**config.mk**
```make
export PLATFORM = sky130hd
export DESIGN_NAME = uart_tx_arbiter
export DESIGN_NICKNAME = d
export VERILOG_FILES = /design/src/rtl/uart_tx_arbiter.sv
export SDC_FILE = /design/constraint.sdc
export NUM_CORES = 1
export LEC_CHECK = 0
export CAP_MARGIN = 20
export CORE_MARGIN = 2
export CORE_UTILIZATION = 52
export DETAILED_ROUTE_END_ITERATION = 12
export PLACE_DENSITY = 0.86
export SETUP_SLACK_MARGIN = 0.2
export SYNTH_ARGS = -nofsm -noshare
export SYNTH_HDL_FRONTEND = slang
export SYNTH_SLANG_ARGS = --single-unit
```
**constraint.sdc**
```tcl
create_clock -name clk_i -period 7.25 [get_ports clk_i]
set_input_delay 1.45 -clock clk_i [delete_from_list [all_inputs] [get_ports clk_i]]
set_output_delay 1.45 -clock clk_i [all_outputs]
set_load 0.1 [all_outputs]
```
**src/rtl/uart_tx_arbiter.sv**
```systemverilog
// Round-robin arbiter sharing one UART transmitter between byte-stream
// requesters, with per-packet grant lock and hold timeout.
module uart_tx_arbiter #(
    parameter int unsigned N_REQ        = 4,
    parameter int unsigned HOLD_TIMEOUT = 1024
) (
    input  logic               clk_i,
    input  logic               rst_ni,
    input  logic [N_REQ-1:0]   req_valid_i,
    input  logic [8*N_REQ-1:0] req_data_i,
    input  logic [N_REQ-1:0]   req_last_i,
    output logic [N_REQ-1:0]   req_ready_o,
    output logic [N_REQ-1:0]   grant_o,
    input  logic [13:0]        divider_i,
    output logic [13:0]        divider_o,
    output logic [7:0]         tx_data_o,
    output logic               tx_start_o,
    input  logic               tx_busy_i,
    output logic               timeout_o
);

    localparam int unsigned PW = $clog2(N_REQ);
    localparam logic [15:0] CNT_MAX = 16'(HOLD_TIMEOUT - 1);

    typedef enum logic [1:0] {
        ARB,
        START,
        WAIT_DONE,
        NEXT
    } state_e;

    state_e            state_q;
    logic [PW-1:0]     ptr_q;
    logic [PW-1:0]     gidx_q;
    logic [N_REQ-1:0]  grant_q;
    logic [7:0]        data_q;
    logic              last_q;
    logic [13:0]       div_q;
    logic              start_q;
    logic              timeout_q;
    logic [15:0]       cnt_q;

    logic [PW-1:0]     cand;
    logic [PW-1:0]     win_idx;
    logic              win_any;
    logic [N_REQ-1:0]  win_oh;
    logic [PW-1:0]     sel_idx;
    logic [7:0]        sel_data;
    logic              sel_last;
    logic              accept;
    logic [PW-1:0]     ptr_d;

    // Round-robin search for the first valid requester starting at ptr
    always_comb begin
        cand    = '0;
        win_idx = '0;
        win_any = 1'b0;
        for (int j = 0; j < int'(N_REQ); j++) begin
            cand = PW'((int'(ptr_q) + j) % int'(N_REQ));
            if (!win_any && req_valid_i[cand]) begin
                win_any = 1'b1;
                win_idx = cand;
            end
        end
        win_oh = '0;
        if (win_any) begin
            win_oh[win_idx] = 1'b1;
        end
    end

    // Ready: winner in ARB, only the locked owner in NEXT, none otherwise
    always_comb begin
        req_ready_o = '0;
        case (state_q)
            ARB:     req_ready_o = win_oh;
            NEXT:    req_ready_o[gidx_q] = req_valid_i[gidx_q];
            default: req_ready_o = '0;
        endcase
    end

    // Byte/last selection from the requester being accepted
    always_comb begin
        sel_idx  = (state_q == ARB) ? win_idx : gidx_q;
        sel_data = req_data_i[{sel_idx, 3'b000} +: 8];
        sel_last = req_last_i[sel_idx];
        accept   = |(req_valid_i & req_ready_o);
        ptr_d    = PW'((int'(gidx_q) + 1) % int'(N_REQ));
    end

    // Sequencer: arbitration, start/busy handshake, packet lock and timeout
    always_ff @(posedge clk_i or negedge rst_ni) begin
        if (!rst_ni) begin
            state_q   <= ARB;
            ptr_q     <= '0;
            gidx_q    <= '0;
            grant_q   <= '0;
            data_q    <= '0;
            last_q    <= 1'b0;
            div_q     <= '0;
            start_q   <= 1'b0;
            timeout_q <= 1'b0;
            cnt_q     <= '0;
        end else begin
            timeout_q <= 1'b0;
            case (state_q)
                ARB: begin
                    if (accept) begin
                        data_q  <= sel_data;
                        last_q  <= sel_last;
                        gidx_q  <= win_idx;
                        grant_q <= win_oh;
                        div_q   <= divider_i;
                        start_q <= 1'b1;
                        state_q <= START;
                    end
                end
                START: begin
                    if (tx_busy_i) begin
                        start_q <= 1'b0;
                        state_q <= WAIT_DONE;
                    end
                end
                WAIT_DONE: begin
                    if (!tx_busy_i) begin
                        if (last_q) begin
                            grant_q <= '0;
                            ptr_q   <= ptr_d;
                            state_q <= ARB;
                        end else begin
                            cnt_q   <= '0;
                            state_q <= NEXT;
                        end
                    end
                end
                NEXT: begin
                    if (accept) begin
                        data_q  <= sel_data;
                        last_q  <= sel_last;
                        start_q <= 1'b1;
                        state_q <= START;
                    end else if (cnt_q == CNT_MAX) begin
                        grant_q   <= '0;
                        ptr_q     <= ptr_d;
                        timeout_q <= 1'b1;
                        state_q   <= ARB;
                    end else begin
                        cnt_q <= cnt_q + 16'd1;
                    end
                end
                default: state_q <= ARB;
            endcase
        end
    end

    assign grant_o    = grant_q;
    assign divider_o  = div_q;
    assign tx_data_o  = data_q;
    assign tx_start_o = start_q;
    assign timeout_o  = timeout_q;

endmodule
```
==> results.md <==
- The ratio of final minimum period to clock period is 0.805.
- TritonCTS built the clock tree.
- Among all flip-flop cells after synthesis, the most frequent one is sky130_fd_sc_hd__dfrtp_1.
- The type of the worst min-delay path is flop to flop.
- For this design the static power due to leakage is 1.68 nW.
- Entering global routing, the biggest net connects 52 pins.
- For this run, the top clock speed supported by timing is 0.171 GHz.
- Relative to the synthesized area, the layout overhead comes to 31.9%.
- Clock-pin slew was measured on the worst setup and hold paths at 100 ps.
- The critical path launch point type is a primary input.
- The final count of pins violating max slew is 0.
- The number of routed nets with antenna violations is 0.
- The number of clock buffers inserted by TritonCTS is 5.
- The number of antenna violations at the first check in global routing is 0.
- The number of distinct library cells after synthesis is 59.
- The worst-case hold slack is 510 ps.
- The top-level port count is 89.
- The capture instance of the worst register-to-register path is grant_o[0].
- The average cell area after synthesis is 10.2 sq um.
- The cell total after placement is 460.
- The number of logic stages on the critical path including buffering is 8.
- The number of warnings reported in the yosys synthesis log is 0.
- After routing, the total negative slack on setup checks comes to 0 ps.
- The dominant combinational cell family by area after synthesis is compound AO/OA/AOI/OAI gates.
- The DRC marker count from the first detailed-route iteration is 186.
- The portion of synthesized area spent on multiplexers is 0.161.
- Dividing total power by cell area gives a power density of between 400 and 500 nW/um^2.
- In the final layout, the share of cells above drive strength 1 is 0.137.
- The worst register-to-register path has a setup slack of slightly above 4000 ps.
- The initial utilization of the core area, before any placement, comes to 0.537.
- At the end of the flow, the number of nets in the layout was approximately 460.
- The run finished with clean final reports.
- The cell with the largest stage delay on the worst path is sky130_fd_sc_hd__clkdlybuf4s50_1.
- The routed design has 7550 um of wire.
- The top fanout value on the critical path is 8.
- The via count of the first global-routing pass was 2808.
- The synthesized net count is 375.
- The count of flip-flops with a built-in enable after synthesis is 0.
- The total number of H-tree levels is 2.
- For this run, the total global-route usage over all layers was measured as 0.243.
- The final standard cell utilization of the core is 0.708.
- The maximum cell stage delay along the critical path is 1150 ps.
- The routed layout has 2762 vias.
- After detailed routing, the number of vias per cell comes to 5.90.
- Across the VDD grid, the largest voltage drop is 0.421 mV.
- The most critical setup path has its endpoint at req_ready_o[3].
- The count of buffers added on input and output ports is 88.
- The post-CTS setup buffer count is 0.
- Of all flip-flops after synthesis, the portion carrying an async set or reset was 1.00.
- The transition time at the pin with the least slew margin is just over 1000 ps.
- After global routing the overflow that remains totals 0.
- The finished layout cell area is 4170 sq um.
- In this run the deepest clock path goes through 2 buffers.
- The count of buffer and inverter cells on the critical path is 2.
- Setup slack on the critical path of the routed design comes to 1410 ps.
- For this design, the CTS-stage hold fixing added 0 buffers.
- The total setup violations reported at the end of the flow is 0.
- The max-capacitance violation count is 0.
- The total power draw is 2.06 mW.
- STA puts the critical path data required time at 5800 ps.
- In this run, post-CTS repair resized a total of 0 instances.
- The endpoint arrival time on the critical path is 4390 ps.
- The hold violation count in the final report is 0.
- The signal on the critical path passes through clkdlybuf4s50_1, nand3b_1, o211ai_1, or2_0, nor2_1, a22oi_1, nor2_1, clkdlybuf4s50_1.
- The area fraction in compound gates after synthesis is 0.185.
- The category of the most critical setup path is primary input to output port.
- The register area share after synthesis is 0.404.
- After detailed routing, the number of remaining DRC violations is 0.
- After floorplanning, the core was sized to cover approximately 6000 sq um.
- The average detailed-routed wire length per instance is roughly 16 um.
- Counting flops and latches in the post-synthesis netlist gives 51.
- The overall die width is 82.0 um.
- The largest delay contributor family on the critical path is buffers and inverters.
- The timing startpoint of the critical path is req_valid_i[3].
- The endpoint kind of the worst setup timing path is an output port.
- The first detailed-routing pass took 4 iterations.
- The headroom to the max-slew limit is 0.326.
- Between clock sinks in the finished design, the worst skew comes to 13.6 ps.
- The clock reaches the later pin of the worst-skew pair after 310 ps.
- The worst register-to-register path begins at ptr_q[1].
- The area of the die is 6720 sq um.
- The count of inserted antenna diode cells is 0.
- The pre-CTS setup slack is 1450 ps.
- Once detailed placement completed, the half-perimeter wirelength came to 5620 um.
- The placement row count is 28.
- Setup repair after global routing left no endpoint under its margin.
- The area share of fa/ha/maj cells after synthesis is 0.0356.
- The height of the chip is 82.0 um.
- The final cell count without fillers is 468.
- The final weighted congestion in routability-driven placement is 0.979.
- The placed instances occupy a cell area of 4070 sq um.
- The shortest period the worst path allows is 5840 ps.
- The first-pass GRT wire length is 12700 um.
- The share of the synthesized netlist area taken by xor and xnor gates is 0.00277.
- Synthesis handed over a netlist of between 300 and 400 instances.
- The mapped netlist covers 3160 sq um.
- The tree built by TritonCTS fans out to 51 sinks.
- CTS placed an instance of sky130_fd_sc_hd__clkbuf_8 at the clock tree root.
- Of the total synthesized cell area, the portion taken by AND, OR, NAND and NOR gates is 0.173.
- The logic depth of the worst register-to-register path is 8.
## where the power goes
part | switching [mW] | internal (mW) | total (mW)
Combinational | 0.992 | 0.437 | 1.43
Clock | 0.0992 | 0.0781 | 0.177
Sequential | 0.0733 | 0.382 | 0.455
## area by class of cell
cell class                 count  area [sq um]
inverter                      10          37.5
sequential                    51          1280
tap                           75          93.8
multi-input combinational    233          1760
clock buffer                   6          82.6
fill                         447          1720
timing repair buffer          91           898
clock inverter                 2          16.3
## logic make-up after synthesis
logic type / count (synthesis)
AOI/OAI and AO/OA: 79
and+or+nand+nor: 98
adders and majority gates: 9
buffers and inverters: 25
muxes: 46
xor gates and xnor gates: 1
DFF: 51
## synthesized netlist by cell type (2+ instances only)
master,count,area [sq um]
sky130_fd_sc_hd__dfrtp_1,51,1280
sky130_fd_sc_hd__mux2_2,27,304
sky130_fd_sc_hd__a21oi_1,21,105
sky130_fd_sc_hd__nand2_1,17,63.8
sky130_fd_sc_hd__mux2i_1,16,160
sky130_fd_sc_hd__nor2_1,16,60.1
sky130_fd_sc_hd__nand3_1,13,65.1
sky130_fd_sc_hd__nor2b_1,13,81.3
sky130_fd_sc_hd__o21ai_0,12,60.1
sky130_fd_sc_hd__a211oi_1,10,75.1
sky130_fd_sc_hd__ha_1,9,113
sky130_fd_sc_hd__inv_1,9,33.8
sky130_fd_sc_hd__clkbuf_1,7,26.3
sky130_fd_sc_hd__nand2b_1,5,31.3
sky130_fd_sc_hd__nor3_1,5,25.0
sky130_fd_sc_hd__o211ai_1,5,37.5
sky130_fd_sc_hd__or3_1,5,31.3
sky130_fd_sc_hd__buf_2,4,20.0
sky130_fd_sc_hd__nor4_1,4,25.0
sky130_fd_sc_hd__a22oi_1,3,22.5
sky130_fd_sc_hd__and3_1,3,18.8
sky130_fd_sc_hd__buf_6,3,33.8
sky130_fd_sc_hd__nor4b_1,3,26.3
sky130_fd_sc_hd__o21a_1,3,22.5
sky130_fd_sc_hd__o31ai_1,3,22.5
sky130_fd_sc_hd__a22o_1,2,17.5
sky130_fd_sc_hd__a31oi_1,2,12.5
sky130_fd_sc_hd__a32oi_2,2,32.5
sky130_fd_sc_hd__and2_1,2,12.5
sky130_fd_sc_hd__mux2_1,2,22.5
sky130_fd_sc_hd__nand3b_1,2,15.0
sky130_fd_sc_hd__nand4_1,2,12.5
sky130_fd_sc_hd__or4_1,2,15.0
## state kept, by name, indices dropped and copies added (netlist names), 2 cells and up
signal     count
cnt_q         16
divider_o     14
gidx_q         2
grant_o        4
ptr_q          2
state_q        2
tx_data_o      8
## worst register-to-register path, cell delays in order, from the launching register on
cell                       delay [ps]
sky130_fd_sc_hd__dfrtp_1          510
sky130_fd_sc_hd__nor2b_4          190
sky130_fd_sc_hd__o21a_1           210
sky130_fd_sc_hd__a311oi_4         460
sky130_fd_sc_hd__a32oi_2          230
sky130_fd_sc_hd__o32a_2           450
sky130_fd_sc_hd__nand2_2          330
sky130_fd_sc_hd__o221a_2          320
sky130_fd_sc_hd__mux2_2           350
## layer usage
| layer | part of all wire | GRT usage |
|---|---|---|
| met5 | 0 | 0 |
| met4 | 0.020 | 0.0933 |
| met2 | 0.49 | 0.415 |
| met1 | 0.42 | 0.304 |
| met3 | 0.061 | 0.0451 |
## cells in the final DEF (no fill, tap or decap), types with 10 or more instances in the layout
master	synthesis	routed
sky130_fd_sc_hd__nor2b_1	13	13
sky130_fd_sc_hd__dfrtp_1	51	51
sky130_fd_sc_hd__nand3_1	13	13
sky130_fd_sc_hd__mux2i_1	16	15
sky130_fd_sc_hd__o21ai_0	12	12
sky130_fd_sc_hd__nand2_1	17	17
sky130_fd_sc_hd__mux2_2	27	27
sky130_fd_sc_hd__a21oi_1	21	21
sky130_fd_sc_hd__nor2_1	16	16
sky130_fd_sc_hd__a211oi_1	10	10
sky130_fd_sc_hd__clkdlybuf4s50_1	0	87
## worst min path at each step
stage / startpoint / end / cells after the start
after global routing: grant_o[2] / grant_o[2] / 1
final: cnt_q[9] / cnt_q[9] / 1
after CTS: cnt_q[9] / cnt_q[9] / 1
after floorplan: cnt_q[8] / cnt_q[8] / 1
after detailed placement: grant_o[3] / grant_o[3] / 1
after global placement: grant_o[3] / grant_o[3] / 1
No activity file was read; power rests on OpenSTA's default activity.
